[src/rtl/mem_stage.sv]
// Memory-access pipeline stage: forwards EX results to write-back and runs
// LOAD/SAVE as byte-serial little-endian transfers over an 8-bit handshake.
module mem_stage #(
  parameter logic [6:0] LOAD_OP = 7'b0000011,
  parameter logic [6:0] SAVE_OP = 7'b0100011
) (
  input  logic        clk_in,
  input  logic        rst_in,
  input  logic        rdy_in,
  input  logic [6:0]  in_ins_type,
  input  logic [2:0]  in_ins_details,
  input  logic [31:0] in_mem_addr,
  input  logic [31:0] in_mem_val,
  input  logic [4:0]  in_rd_addr,
  input  logic [31:0] in_rd_val,
  input  logic        in_forward,
  output logic        mem_req,
  output logic        mem_wr,
  output logic [31:0] mem_a,
  output logic [7:0]  mem_wdata,
  input  logic [7:0]  mem_rdata,
  input  logic        mem_ack,
  output logic        wb_we,
  output logic [4:0]  wb_rd_addr,
  output logic [31:0] wb_rd_val,
  output logic        stall_out
);
  localparam logic [1:0] S_IDLE = 2'd0;
  localparam logic [1:0] S_XFER = 2'd1;
  localparam logic [1:0] S_DONE = 2'd2;

  logic [1:0]  state_q, state_d;
  logic [31:0] addr_q, addr_d;
  logic [31:0] data_q, data_d;
  logic [2:0]  f3_q, f3_d;
  logic [4:0]  rd_q, rd_d;
  logic        load_q, load_d;
  logic [1:0]  k_q, k_d;
  logic [31:0] buf_q, buf_d;
  logic        wb_we_q, wb_we_d;
  logic [4:0]  wb_rd_addr_q, wb_rd_addr_d;
  logic [31:0] wb_rd_val_q, wb_rd_val_d;
  logic [1:0]  last_k;
  logic [31:0] ext_val;
  logic        is_mem;

  // Bus outputs derive from state so an async reset drops mem_req at once.
  assign mem_req   = (state_q == S_XFER);
  assign mem_wr    = mem_req & ~load_q;
  assign mem_a     = mem_req ? addr_q + {30'd0, k_q} : 32'd0;
  assign mem_wdata = mem_req ? data_q[{k_q, 3'b000} +: 8] : 8'd0;
  assign stall_out = (state_q != S_IDLE);

  assign wb_we      = wb_we_q;
  assign wb_rd_addr = wb_rd_addr_q;
  assign wb_rd_val  = wb_rd_val_q;

  assign is_mem = (in_ins_type == LOAD_OP) || (in_ins_type == SAVE_OP);
  assign last_k = f3_q[1] ? 2'd3 : (f3_q[0] ? 2'd1 : 2'd0);

  always_comb begin
    case (f3_q)
      3'b000:  ext_val = {{24{buf_q[7]}}, buf_q[7:0]};
      3'b001:  ext_val = {{16{buf_q[15]}}, buf_q[15:0]};
      3'b100:  ext_val = {24'd0, buf_q[7:0]};
      3'b101:  ext_val = {16'd0, buf_q[15:0]};
      default: ext_val = buf_q;
    endcase
  end

  always_comb begin
    state_d      = state_q;
    addr_d       = addr_q;
    data_d       = data_q;
    f3_d         = f3_q;
    rd_d         = rd_q;
    load_d       = load_q;
    k_d          = k_q;
    buf_d        = buf_q;
    wb_we_d      = 1'b0;
    wb_rd_addr_d = wb_rd_addr_q;
    wb_rd_val_d  = wb_rd_val_q;
    case (state_q)
      S_IDLE: begin
        if (is_mem) begin
          addr_d  = in_mem_addr;
          data_d  = in_mem_val;
          f3_d    = in_ins_details;
          rd_d    = in_rd_addr;
          load_d  = (in_ins_type == LOAD_OP);
          k_d     = 2'd0;
          buf_d   = 32'd0;
          state_d = S_XFER;
        end else begin
          wb_we_d      = in_forward && (in_rd_addr != 5'd0);
          wb_rd_addr_d = in_rd_addr;
          wb_rd_val_d  = in_rd_val;
        end
      end
      S_XFER: begin
        if (mem_ack) begin
          if (load_q) buf_d[{k_q, 3'b000} +: 8] = mem_rdata;
          k_d = k_q + 2'd1;
          if (k_q == last_k) state_d = S_DONE;
        end
      end
      S_DONE: begin
        if (load_q) begin
          wb_we_d      = (rd_q != 5'd0);
          wb_rd_addr_d = rd_q;
          wb_rd_val_d  = ext_val;
        end
        state_d = S_IDLE;
      end
      default: state_d = S_IDLE;
    endcase
  end

  // rdy_in low freezes everything, including any ack seen that cycle.
  always_ff @(posedge clk_in or negedge rst_in) begin
    if (!rst_in) begin
      state_q      <= S_IDLE;
      addr_q       <= 32'd0;
      data_q       <= 32'd0;
      f3_q         <= 3'd0;
      rd_q         <= 5'd0;
      load_q       <= 1'b0;
      k_q          <= 2'd0;
      buf_q        <= 32'd0;
      wb_we_q      <= 1'b0;
      wb_rd_addr_q <= 5'd0;
      wb_rd_val_q  <= 32'd0;
    end else if (rdy_in) begin
      state_q      <= state_d;
      addr_q       <= addr_d;
      data_q       <= data_d;
      f3_q         <= f3_d;
      rd_q         <= rd_d;
      load_q       <= load_d;
      k_q          <= k_d;
      buf_q        <= buf_d;
      wb_we_q      <= wb_we_d;
      wb_rd_addr_q <= wb_rd_addr_d;
      wb_rd_val_q  <= wb_rd_val_d;
    end
  end
endmodule
[config.mk]
export PLATFORM = sky130hd
export DESIGN_NAME = mem_stage
export DESIGN_NICKNAME = d
export VERILOG_FILES = /design/src/rtl/mem_stage.sv
export SDC_FILE = /design/constraint.sdc
export NUM_CORES = 1
export LEC_CHECK = 0
export ABC_AREA = 1
export CORE_MARGIN = 2
export CORE_UTILIZATION = 45
export DETAILED_ROUTE_END_ITERATION = 10
export HOLD_SLACK_MARGIN = 0.1
export PLACE_DENSITY = 0.74
export SYNTH_ARGS = -nofsm -noshare
export SYNTH_HDL_FRONTEND = slang
export SYNTH_SLANG_ARGS = --single-unit
[constraint.sdc]
create_clock -name clk_in -period 2.8 [get_ports clk_in]
set_clock_uncertainty 0.05 [all_clocks]
set_input_delay 0.84 -clock clk_in [delete_from_list [all_inputs] [get_ports clk_in]]
set_output_delay 0.84 -clock clk_in [all_outputs]
set_load 0.05 [all_outputs]
==> results.cfg <==
[power]
power_mw = 9.13
swShare = 0.425
switchingPower_mw = 3.88
p_leak_nw = 5.53
p_clk_frac = 0.247
cellPowerDensity_nw_per_um2 = 766
combinationalPowerShare = 0.452
vdd_drop_max_uv = 615
pwr-share-seq = 0.301
power.internal_mw = 5.25

[routing]
wl_um = 23900
drt-initial-drc-count = 526
wl_per_cell_um = 14.9
routed-via-count = 8210
firstDrtPassIters = 8
drc = 0
via_per_inst = 5.13
final_antenna_net_count = 0

[layout]
drive_gt1_frac = 0.168
syn2layout_area_growth_pct = 48.3
nFillCells = 1452
post-route-util = 0.687
finalNetCount = 1493

[clocking]
htree_levels = 4
cts_root_buf = clkbuf_16
clock_latency_ns = 0.42
cts.path.max_buffers = 2
clock_sinks = 147
path_clk_slew_ns = 0.07
cts_tree = yes
postCtsHoldBufs = 0
numCtsBuffers = 17

[logic_synthesis]
synth_top_area_frac = 0.458
synthTopCellsByCount = nand2_1 (395), nor2_1 (167), dfrtp_1 (147)
synthesis.area_um2 = 8040
ys_dominant_reg_cell = dfrtp_1
ys_warn_count = 0
ys_seq_area_frac = 0.458
ys_types = 27
syn_area_per_cell_um2 = 6.99
synth_edf_count = 0
synth_fp_nets = 1281
synthesis.instances = 1150
synth_area_leaders = dfrtp_1 (46%), nand2_1 (18%), nor2_1 (7.8%)
async_flop_share = 1.00
yosysTopAreaCell = dfrtp_1
ys_ff_latch = 147
yosysMostFrequentCell = nand2_1

[global_routing]
grt_max_degree = 80
grt_antenna_before_repair = 1
grt_overflow = 0
grt_usage = 0.255
grt_pass1_wl_um = 37900
first_global_vias = 7791

[worst_setup_path]
path_delay_family = buffers and inverters
worstSetupPathType = register to output port
cpPeakStageDelay_ns = 0.41
crit_top_cell = buf_6
cp.required_ns = 1.91
critPathSlowestCell = dfrtp_1
worst-path-buf-inv = 5
critPathLaunchType = register
endpoint_kind = output port
crit_chain = buf_6 > fa_2 > buf_4 > buf_6 > inv_4 > nor2_4 > xnor2_2 > nor2_2 > buf_12
worst_ep_arrival_time_ns = 2.19
critical_path.max_fanout = 3

[floorplanning]
pin_count = 205
start_util = 0.463
core_area_um2 = 17400
die_h_um = 138
die_w_um = 138
design.die.area_um2 = 18900
rows = 48

[sta]
fmax_ghz = 0.325
rsz0062_at_grt = true
setup_viol_count_final = 36
fin_ws_ns = -0.276
slew_violations = 0
maxSlewHeadroom = 0.642
finalSetupTns_ns = -5.42
worst_pin_slew_ns = 0.535
hold_viol = 0
post-route-min-period_ns = 3.08
period_share = 1.10

[placed_design]
io_buffer_count = 204
gp_congestion = 0.937
place.detailed.hpwl_um = 16900

[status]
outcome = finished with violations
violations = negative setup slack

[min_path]
hold_path_class = primary input to asynchronous set/reset pin

[flow_run]
maxCapViolCount = 0
==> per-stage QoR <==
stage | instance area [um^2] | hold slack [ns] | std cells | worst slack (ns)
after floorplan | 8140 | 0.398 | 1150 | -0.263
after global placement | 10800 | 0.412 | 1547 | 0.00945
after detailed placement | 10800 | 0.415 | 1547 | -0.0264
after CTS | 11700 | 0.231 | 1592 | -0.257
after global routing | 11900 | 0.237 | 1601 | -0.363
final | 11900 | 0.226 | 1601 | -0.276
==> cell type report <==
cell class	instances	area, um^2	area share
Clock inverter	14	140	0.0118
Inverter	98	382	0.0320
Timing Repair Buffer	251	2850	0.239
Antenna cell	1	2.50	0.000210
Tap cell	225	282	0.0236
Multi-Input combinational cell	847	4140	0.348
Clock buffer	18	439	0.0368
Sequential cell	147	3690	0.309
==> final timing paths <==
path / startpoint / slack, ns / cells after the start / end
worst max-delay path: addr_q[1]$_DFFE_PN0P_ / -0.28 / 9 / mem_a[10]
worst min-delay path: rst_in / 0.23 / 1 / wb_rd_val[21]$_DFFE_PN0P_
worst max register to register: k_q[0]$_DFFE_PN0P_ / 0.26 / 9 / buf_q[24]$_DFFE_PN0P_
worst min register to register: wb_rd_val[11]$_DFFE_PN0P_ / 0.43 / 2 / wb_rd_val[11]$_DFFE_PN0P_
max in group asynchronous: rst_in / 1.88 / 2 / buf_q[24]$_DFFE_PN0P_
min in group clk_in: wb_rd_val[11]$_DFFE_PN0P_ / 0.43 / 2 / wb_rd_val[11]$_DFFE_PN0P_
==> power groups by stage <==
stage,sequential [mW],combinational (mW),clock [mW]
6_report,2.75,4.13,2.25
5_1_grt,2.79,4.44,2.37
4_1_cts,2.73,4.05,2.28
3_5_place_dp,2.77,3.95,0
3_3_place_gp,2.75,3.91,0
2_1_floorplan,3.36,1.82,0
==> registers in the layout, summed over array words and instances, names as in the netlist <==
name / flops
state_q: 2
rd_q: 5
load_q: 1
buf_q: 32
addr_q: 32
data_q: 32
f3_q: 3
k_q: 2
wb_rd_addr: 5
wb_rd_val: 32
wb_we: 1
==> layout by cell type, fill, tap and decap left out, types with 18 or more instances in the layout <==
cell type        count
nand3_1             35
dfrtp_1            141
nor2_2              21
o21ai_0             81
inv_1               86
buf_12              41
nand4_1             38
nor2_1             131
a21oi_1             22
buf_4               37
clkdlybuf4s50_1    160
o21ai_1             18
nand2_1            379
==> kinds of logic after synthesis <==
kind of cell               Yosys count  share of synthesized area
buffers and inverters              156                     0.0794
AOI/OAI and AO/OA                  164                      0.106
DFF                                147                      0.458
and+or+nand+nor                    671                      0.340
adders and majority gates            7                     0.0118
xor gates and xnor gates             5                    0.00545
==> repair_timing <==
action                                 CTS  global route
pin swaps                               26            25
resized for setup                       67            54
buffers inserted                        13             8
endpoints found under the hold margin    0             0
setup endpoints to repair               39            40
==> layer usage <==
metal  up-vias  share of wire  track usage
met5         -              0            0
met4         0          0.022       0.0968
met3        41          0.072       0.0489
met2       303           0.47        0.412
met1      3772           0.44        0.340
li1       4094              -            -
No activity file was read; power rests on OpenSTA's default activity.
